## config.mk

```make
export PLATFORM = sky130hd
export DESIGN_NAME = inst_loader
export DESIGN_NICKNAME = d
export VERILOG_FILES = /design/src/rtl/inst_loader.sv
export SDC_FILE = /design/constraint.sdc
export NUM_CORES = 1
export LEC_CHECK = 0
export ABC_AREA = 1
export CAP_MARGIN = 20
export CORE_MARGIN = 8
export CORE_UTILIZATION = 50
export DETAILED_ROUTE_END_ITERATION = 7
export PLACE_DENSITY = 0.73
export SYNTH_ARGS = -nofsm -noshare
export SYNTH_HDL_FRONTEND = slang
export SYNTH_SLANG_ARGS = --single-unit
export TNS_END_PERCENT = 1
```

## constraint.sdc

```tcl
create_clock -name clk -period 2.04 [get_ports clk]
set_input_delay 0.408 -clock clk [delete_from_list [all_inputs] [get_ports clk]]
set_output_delay 0.408 -clock clk [all_outputs]
set_load 0.02 [all_outputs]
```

## src/rtl/inst_loader.sv

```systemverilog
// Boot-time program loader: packs a UART byte stream (length, payload, XOR checksum)
// into 32-bit little-endian words and writes them to consecutive instruction-RAM addresses.
module inst_loader #(
   parameter int ADDR_W    = 10,
   parameter int DEPTH     = 1024,
   parameter int BASE_ADDR = 0
) (
   input  logic              clk,
   input  logic              rstn,
   input  logic              start,
   input  logic              rx_valid,
   input  logic [7:0]        rx_data,
   output logic              we,
   output logic [ADDR_W-1:0] waddr,
   output logic [31:0]       di,
   output logic              busy,
   output logic              done,
   output logic              err
);

   typedef enum logic [2:0] {
      S_IDLE = 3'd0,
      S_LEN  = 3'd1,
      S_DATA = 3'd2,
      S_CSUM = 3'd3,
      S_DONE = 3'd4,
      S_ERR  = 3'd5
   } state_t;

   localparam logic [31:0] MAX_LEN = 32'(DEPTH - BASE_ADDR);

   // Running XOR checksum over payload bytes.
   function automatic logic [7:0] csum_upd(input logic [7:0] c, input logic [7:0] b);
      csum_upd = c ^ b;
   endfunction

   state_t            state_r;
   logic [1:0]        byte_cnt_r;
   logic [ADDR_W:0]   word_idx_r;
   logic [31:0]       len_r;
   logic [31:0]       word_r;
   logic [7:0]        csum_r;
   logic              we_r;
   logic [ADDR_W-1:0] waddr_r;
   logic [31:0]       di_r;
   logic              busy_r;
   logic              done_r;
   logic              err_r;

   logic [31:0]       len_next_s;
   logic [31:0]       word_next_s;
   logic [7:0]        csum_next_s;
   logic              last_word_s;

   // Shifted length/word, updated checksum and last-word detection for the current byte.
   always_comb begin
      len_next_s  = {rx_data, len_r[31:8]};
      word_next_s = {rx_data, word_r[31:8]};
      csum_next_s = csum_upd(csum_r, rx_data);
      last_word_s = (32'(word_idx_r) == (len_r - 32'd1));
   end

   // Frame FSM with registered RAM write port and status outputs.
   always_ff @(posedge clk or negedge rstn) begin
      if (!rstn) begin
         state_r    <= S_IDLE;
         byte_cnt_r <= 2'd0;
         word_idx_r <= '0;
         len_r      <= 32'd0;
         word_r     <= 32'd0;
         csum_r     <= 8'd0;
         we_r       <= 1'b0;
         waddr_r    <= '0;
         di_r       <= 32'd0;
         busy_r     <= 1'b0;
         done_r     <= 1'b0;
         err_r      <= 1'b0;
      end else begin
         we_r <= 1'b0;
         if (start) begin
            // A byte arriving in the same cycle as start is deliberately dropped.
            state_r    <= S_LEN;
            byte_cnt_r <= 2'd0;
            word_idx_r <= '0;
            len_r      <= 32'd0;
            word_r     <= 32'd0;
            csum_r     <= 8'd0;
            busy_r     <= 1'b1;
            done_r     <= 1'b0;
            err_r      <= 1'b0;
         end else begin
            case (state_r)
               S_LEN: begin
                  if (rx_valid) begin
                     len_r      <= len_next_s;
                     byte_cnt_r <= byte_cnt_r + 2'd1;
                     if (byte_cnt_r == 2'd3) begin
                        if (len_next_s > MAX_LEN) begin
                           state_r <= S_ERR;
                           err_r   <= 1'b1;
                           busy_r  <= 1'b0;
                        end else if (len_next_s == 32'd0) begin
                           state_r <= S_CSUM;
                        end else begin
                           state_r <= S_DATA;
                        end
                     end
                  end
               end
               S_DATA: begin
                  if (rx_valid) begin
                     word_r     <= word_next_s;
                     csum_r     <= csum_next_s;
                     byte_cnt_r <= byte_cnt_r + 2'd1;
                     if (byte_cnt_r == 2'd3) begin
                        we_r       <= 1'b1;
                        waddr_r    <= ADDR_W'(BASE_ADDR) + word_idx_r[ADDR_W-1:0];
                        di_r       <= word_next_s;
                        word_idx_r <= word_idx_r + 1'b1;
                        if (last_word_s) begin
                           state_r <= S_CSUM;
                        end
                     end
                  end
               end
               S_CSUM: begin
                  if (rx_valid) begin
                     busy_r <= 1'b0;
                     if (rx_data == csum_r) begin
                        state_r <= S_DONE;
                        done_r  <= 1'b1;
                     end else begin
                        state_r <= S_ERR;
                        err_r   <= 1'b1;
                     end
                  end
               end
               S_IDLE, S_DONE, S_ERR: begin
                  state_r <= state_r;
               end
               default: begin
                  state_r <= S_IDLE;
                  busy_r  <= 1'b0;
               end
            endcase
         end
      end
   end

   assign we    = we_r;
   assign waddr = waddr_r;
   assign di    = di_r;
   assign busy  = busy_r;
   assign done  = done_r;
   assign err   = err_r;

   inst_loader_chk u_chk (
      .clk  (clk),
      .rstn (rstn),
      .we   (we_r),
      .busy (busy_r),
      .done (done_r),
      .err  (err_r)
   );

endmodule

// Protocol invariants of the loader outputs.
module inst_loader_chk (
   input logic clk,
   input logic rstn,
   input logic we,
   input logic busy,
   input logic done,
   input logic err
);

   a_done_err_excl : assert property (@(posedge clk) disable iff (!rstn) !(done && err));
   a_we_in_frame   : assert property (@(posedge clk) disable iff (!rstn) we |-> busy);
   a_status_idle   : assert property (@(posedge clk) disable iff (!rstn) (done || err) |-> !busy);

endmodule

```

# ---- After elaboration in Yosys (flattened, before gate mapping)
# Index checks and enable logic that the tools add are counted.
dict set report totals {
  regBits 134
  inputBits 12
  out_inout_bits 46
  elab_cells 106
}
dict set report classes {
  add_sub_neg 3
  magnitude_cmp 1
  n_eq_ne 18
  muxes 48
  bitwise 2
  n_reduce_logical 22
}
# cell n
set op_table {}
lappend op_table {{32-bit 2-to-1 mux} 6}
lappend op_table {{11-bit 2-to-1 mux} 4}
lappend op_table {{11-bit by 32-bit equality test with 1-bit output} 1}
lappend op_table {{32-bit by 11-bit > comparator with 1-bit output, second input constant} 1}
lappend op_table {{32-bit zero test} 1}
lappend op_table {{32-bit by 1-bit subtractor with 32-bit output, second input constant} 1}
lappend op_table {{3-bit 2-to-1 mux} 8}
lappend op_table {{8-bit 2-to-1 mux} 3}
lappend op_table {{3-bit != test, second input constant} 8}
lappend op_table {{1-bit 2-to-1 mux} 21}
lappend op_table {{2-bit nonzero test} 7}
lappend op_table {{3-bit one-hot mux with 4 select lines} 1}
lappend op_table {{11-bit by 1-bit adder with 11-bit output, second input constant} 1}
lappend op_table {{8-bit equality test} 1}
lappend op_table {{8-bit bitwise XOR} 1}
lappend op_table {{7-bit AND reduction} 1}
lappend op_table {{3-bit by 2-bit equality test with 1-bit output, second input constant} 2}
lappend op_table {{3-bit equality test, second input constant} 2}
lappend op_table {{2-bit 2-to-1 mux} 3}
lappend op_table {{2-bit AND reduction} 3}
lappend op_table {{3-bit AND reduction} 2}
lappend op_table {{6-bit AND reduction} 1}
lappend op_table {{5-bit AND reduction} 1}
lappend op_table {{4-bit AND reduction} 1}
lappend op_table {{other kinds (13)} 13}

# ---- Logic depth before layout (Yosys ltp)
dict set report depth {
  ltp_word 7
  ltp_mapped 19
  ltp_nobuf 19
}

# ---- Worst setup path after synthesis
# OpenSTA, ideal clock, no wires.
dict set report synth_path {
  path_type {register to register}
  start {register len_r[0]}
  end {register state_r[2]}
  setup_ns 0.117
  t_arrival_ns 1.791
  required_ns 1.923
  slack_ns 0.132
  stages_incl_launch_ff 18
  n_path_buf 0
  synth_period_minus_slack_ns 1.908
  path_cell_list {dfrtp_1 -> inv_1 -> ha_1 -> nand2_4 -> nor2_8 -> nand2_2 -> nand2_1 -> nand2_1 -> nor2_1 -> nand2_1 -> nor2_2 -> nand2_1 -> nor2_2 -> nand3_2 -> nand2_2 -> nand2_2 -> nand2_1 -> nand2_1}
}
dict set report synth_via {
  elab_chain_len 4
}
# item line
set synth_rtl {}
lappend synth_rtl {{start, declared} 40} ;# logic [31:0] len_r;
lappend synth_rtl {{start signal, assigned} 95} ;# len_r <= len_next_s;
lappend synth_rtl {{32-bit by 1-bit subtractor with 32-bit output} 60} ;# last_word_s = (32'(word_idx_r) == (len_r - 32'd1));
lappend synth_rtl {{11-bit by 32-bit equality test with 1-bit output} 60}
lappend synth_rtl {{3-bit != test (no line)} n/a}
lappend synth_rtl {{7-bit AND reduction (no line)} n/a}
lappend synth_rtl {{end signal, assigned} 139} ;# state_r <= state_r;
lappend synth_rtl {{end, declared} 37} ;# state_t state_r;
# No other way between the ends.
# A chain may end at the register's enable or synchronous reset.

# ---- Worst setup path in the final report
dict set report layout_path {
  start {register len_r[1]}
  end {register state_r[0]}
}
# The elaborated chain is that of the path after synthesis.

==> metrics.md <==
| Metric | Value |
|---|---|
| Max Root-Sink Buffers | 2 |
| Final net count | 952 |
| Die height | 129.6 um |
| Static leakage | 4.092 nW |
| Syn_area_per_cell | 7.994 um2 |
| Via Count | 5900 |
| Core footprint | 12620 um2 |
| Maximum vdd drop | 0.0005950 V |
| Power per Cell Area | 871.8 nW/um2 |
| Post-synth top area share | 0.4888 |
| Synth area leader | dfrtp_1 |
| H-tree levels | 4 |
| RSZ-0062 raised after global routing | yes |
| Antenna violations before repair | 0 |
| Vias in the first global route | 5965 |
| Fin Clk Skew | 0.007296 ns |
| DR WL/cell | 16.16 um |
| Synthesized Nets | 822 |
| Overall power | 7.368 mW |
| Largest cells by area after synthesis | dfrtp_1 (49%), nand2_1 (11%), o21ai_0 (7.4%) |
| GR Overflow Total | 0 |
| Antenna cells | 0 |
| Max-cap viol count | 0 |
| Die area | 16790 um2 |
| Crit share post-route | 1.017 |
| Crit. End Element | flop |
| Max Slew Vio Count | 0 |
| Starting density of the core | 0.5112 |
| Slew headroom | 0.7143 |
| Final setup vio count | 3 |
| CTS tree | built |
| Worst-path cell chain | buf_4 -> nor2_4 -> nand3_1 -> nor2_4 -> nand3_1 -> nand2_1 -> nand3_1 -> nor2_2 -> nand2_1 -> nor2_2 -> nand3_2 -> nand2_2 -> nand2_2 -> nand2_1 -> nand2_1 |
| Max frequency | 0.4821 GHz |
| Mapped Area | 6451 um2 |
| Clk sinks | 126 |
| Std-Cell Rows | 41 |
| Setup TNS | -0.09397 ns |
| Layout area overhead | 31.01% |
| # DRC | 0 |
| Final wirelength | 18130 um |
| Synth Register Bits | 126 |
| Drt initial violations | 369 |
| Share of cells above drive strength 1 | 0.1979 |
| DRT Pass-1 Iters | 6 |
| GRT Util Overall | 0.2286 |
| Final instance area | 8452 um2 |
| Skew-Pair Late Insertion Delay | 0.42 ns |
| IO Pins | 58 |
| Die Wd | 129.6 um |
| Cell mode on critical path | nand2_1 |
| Post-DP Area | 7756 um2 |
| Failing checks | negative setup slack |
| Placed cell count | 1085 |
| Hold Path Class | flop to flop |
| Yosys warns | 0 |
| Cell variety after synth | 33 |
| Critical path required time | 2.35 ns |
| Crit path largest cell delay | 0.39 ns |
| Largest net degree at the start of global routing | 62 |
| Finished Layout Cells | 1122 |
| Clock root buffer master | clkbuf_16 |
| Critical path fanouts, max | 4 |
| Type of origin of the critical path | flop |
| Arrival @ worst endpoint | 2.38 ns |
| Critical path class | flop to flop |
| Slowest cell on the critical path | dfrtp_1 |
| Setup ws final | -0.03421 ns |
| Status | finished with violations |
| Port Buffers | 57 |
| Register clock-pin slew on the reported worst setup and hold paths | 0.06 ns |
| # fillers | 1053 |
| Hold Vio Cnt, Final | 0 |
| CTS buffer count | 17 |
| Worst-margin pin slew | 0.4260 ns |
| DR vias/cell | 5.258 |
| Seq/Total Area, Yosys | 0.4888 |
| Final critical-path required period | 2.074 ns |
| Wire length of the first global-routing pass | 29680 um |
| Synth Instances | 807 |
| Gpl congestion | 0.9258 |
| Antenna-violating nets left | 0 |
| Post-DP HPWL | 13480 um |
[per-layer routing]
layer / track usage / part of all wire / vias up
met3: 0.04766 / 0.042 / 31
li1: - / - / 2860
met4: 0.08743 / 0.022 / 0
met1: 0.2884 / 0.45 / 2859
met5: 0 / 0 / -
met2: 0.3786 / 0.49 / 150
[stage by stage]
step	hold slack, ns	setup WS [ns]	utilization
2_1_floorplan	0.1124	0.1320	-
3_3_place_gp	0.3755	-0.1148	0.6146
3_5_place_dp	0.3834	-0.1743	0.6146
4_1_cts	0.4778	-0.02617	0.6654
5_1_grt	0.5069	-0.1971	0.6697
6_report	0.4849	-0.03421	0.6697
[area by class of cell]
cell class	instances	area, um2	area share
Multi-Input combinational cell	556	2899	0.3430
Sequential cell	126	3157	0.3735
Timing Repair Buffer	138	1241	0.1469
Inverter	98	367.9	0.04352
Tap cell	172	215.2	0.02546
Clock inverter	8	80.08	0.009474
Clock buffer	24	491.7	0.05818
[critical path, delay by kind of cell (launching register included)]
kind | cells | cell delay [ns]
AND/OR/NAND/NOR | 14 | 1.43
buffers and inverters | 1 | 0.15
flip-flops | 1 | 0.39
[cells in the final DEF (no fill, tap or decap), drive strengths merged]
master / n
clkdlybuf4s50: 56
o31ai: 11
nor4: 5
buf: 81
nor2: 103
xnor2: 10
a21oi: 9
dfrtp: 126
nand2: 204
o21a: 2
clkinvlp: 3
o21ai: 105
a211oi: 8
nor3: 8
nand3: 68
bufinv: 1
dlygate4sd3: 1
clkinv: 3
o21bai: 1
nand4: 5
ha: 3
clkbuf: 24
xor2: 14
inv: 99
[cells by family (layout without fill, tap and decap cells)]
logic type,after synthesis,in the layout,share of synthesized area
DFF,126,126,0.4888
xor gates and xnor gates,24,24,0.03258
buffers and inverters,125,268,0.07428
adders and majority gates,3,3,0.005819
AOI/OAI and AO/OA,136,136,0.1140
and+or+nand+nor,393,393,0.2845
[power breakdown]
group / internal [mW] / switching, mW / total (mW)
clock network: 1.81 / 1.13 / 2.94
logic: 0.661 / 1.03 / 1.69
registers: 2.63 / 0.109 / 2.74
[Yosys cell counts (all sizes together)]
master	n
dfrtp	126
nand3	68
xnor2	10
inv	97
ha	3
o21a	2
o21bai	1
nand2	204
nor4	5
nand4	5
nor2	103
a21oi	9
clkbuf	19
a211oi	8
o21ai	105
buf	8
xor2	14
o31ai	11
nor3	8
clkinv	1
[sequential cells by signal (all words and copies together) (netlist names)]
| name | flops |
|---|---|
| busy | 1 |
| byte_cnt_r | 2 |
| csum_r | 8 |
| di | 32 |
| done | 1 |
| err | 1 |
| len_r | 32 |
| state_r | 3 |
| waddr | 10 |
| we | 1 |
| word_idx_r | 11 |
| word_r | 24 |
[final timing paths]
check	from	endpoint	slack, ns	depth (start not counted)
worst max-delay path	len_r[1]	state_r[0]	-0.03	15
worst min-delay path	waddr[8]	waddr[8]	0.48	2
worst max register to register	len_r[1]	state_r[0]	-0.03	15
worst min register to register	waddr[8]	waddr[8]	0.48	2
max in group asynchronous	rstn	len_r[8]	0.85	3
min in group asynchronous	rstn	word_r[18]	0.49	2
[repair_timing]
| item | 4_1_cts | 5_1_grt |
|---|---|---|
| setup buffers | 2 | 2 |
| endpoints found under the setup margin | 3 | 4 |
| hold buffers | 1 | 0 |
| resized for setup | 13 | 14 |
| pin swaps | 9 | 7 |
| hold endpoints to repair | 30 | 0 |
Note: power is estimated with default switching activity, not from simulation.
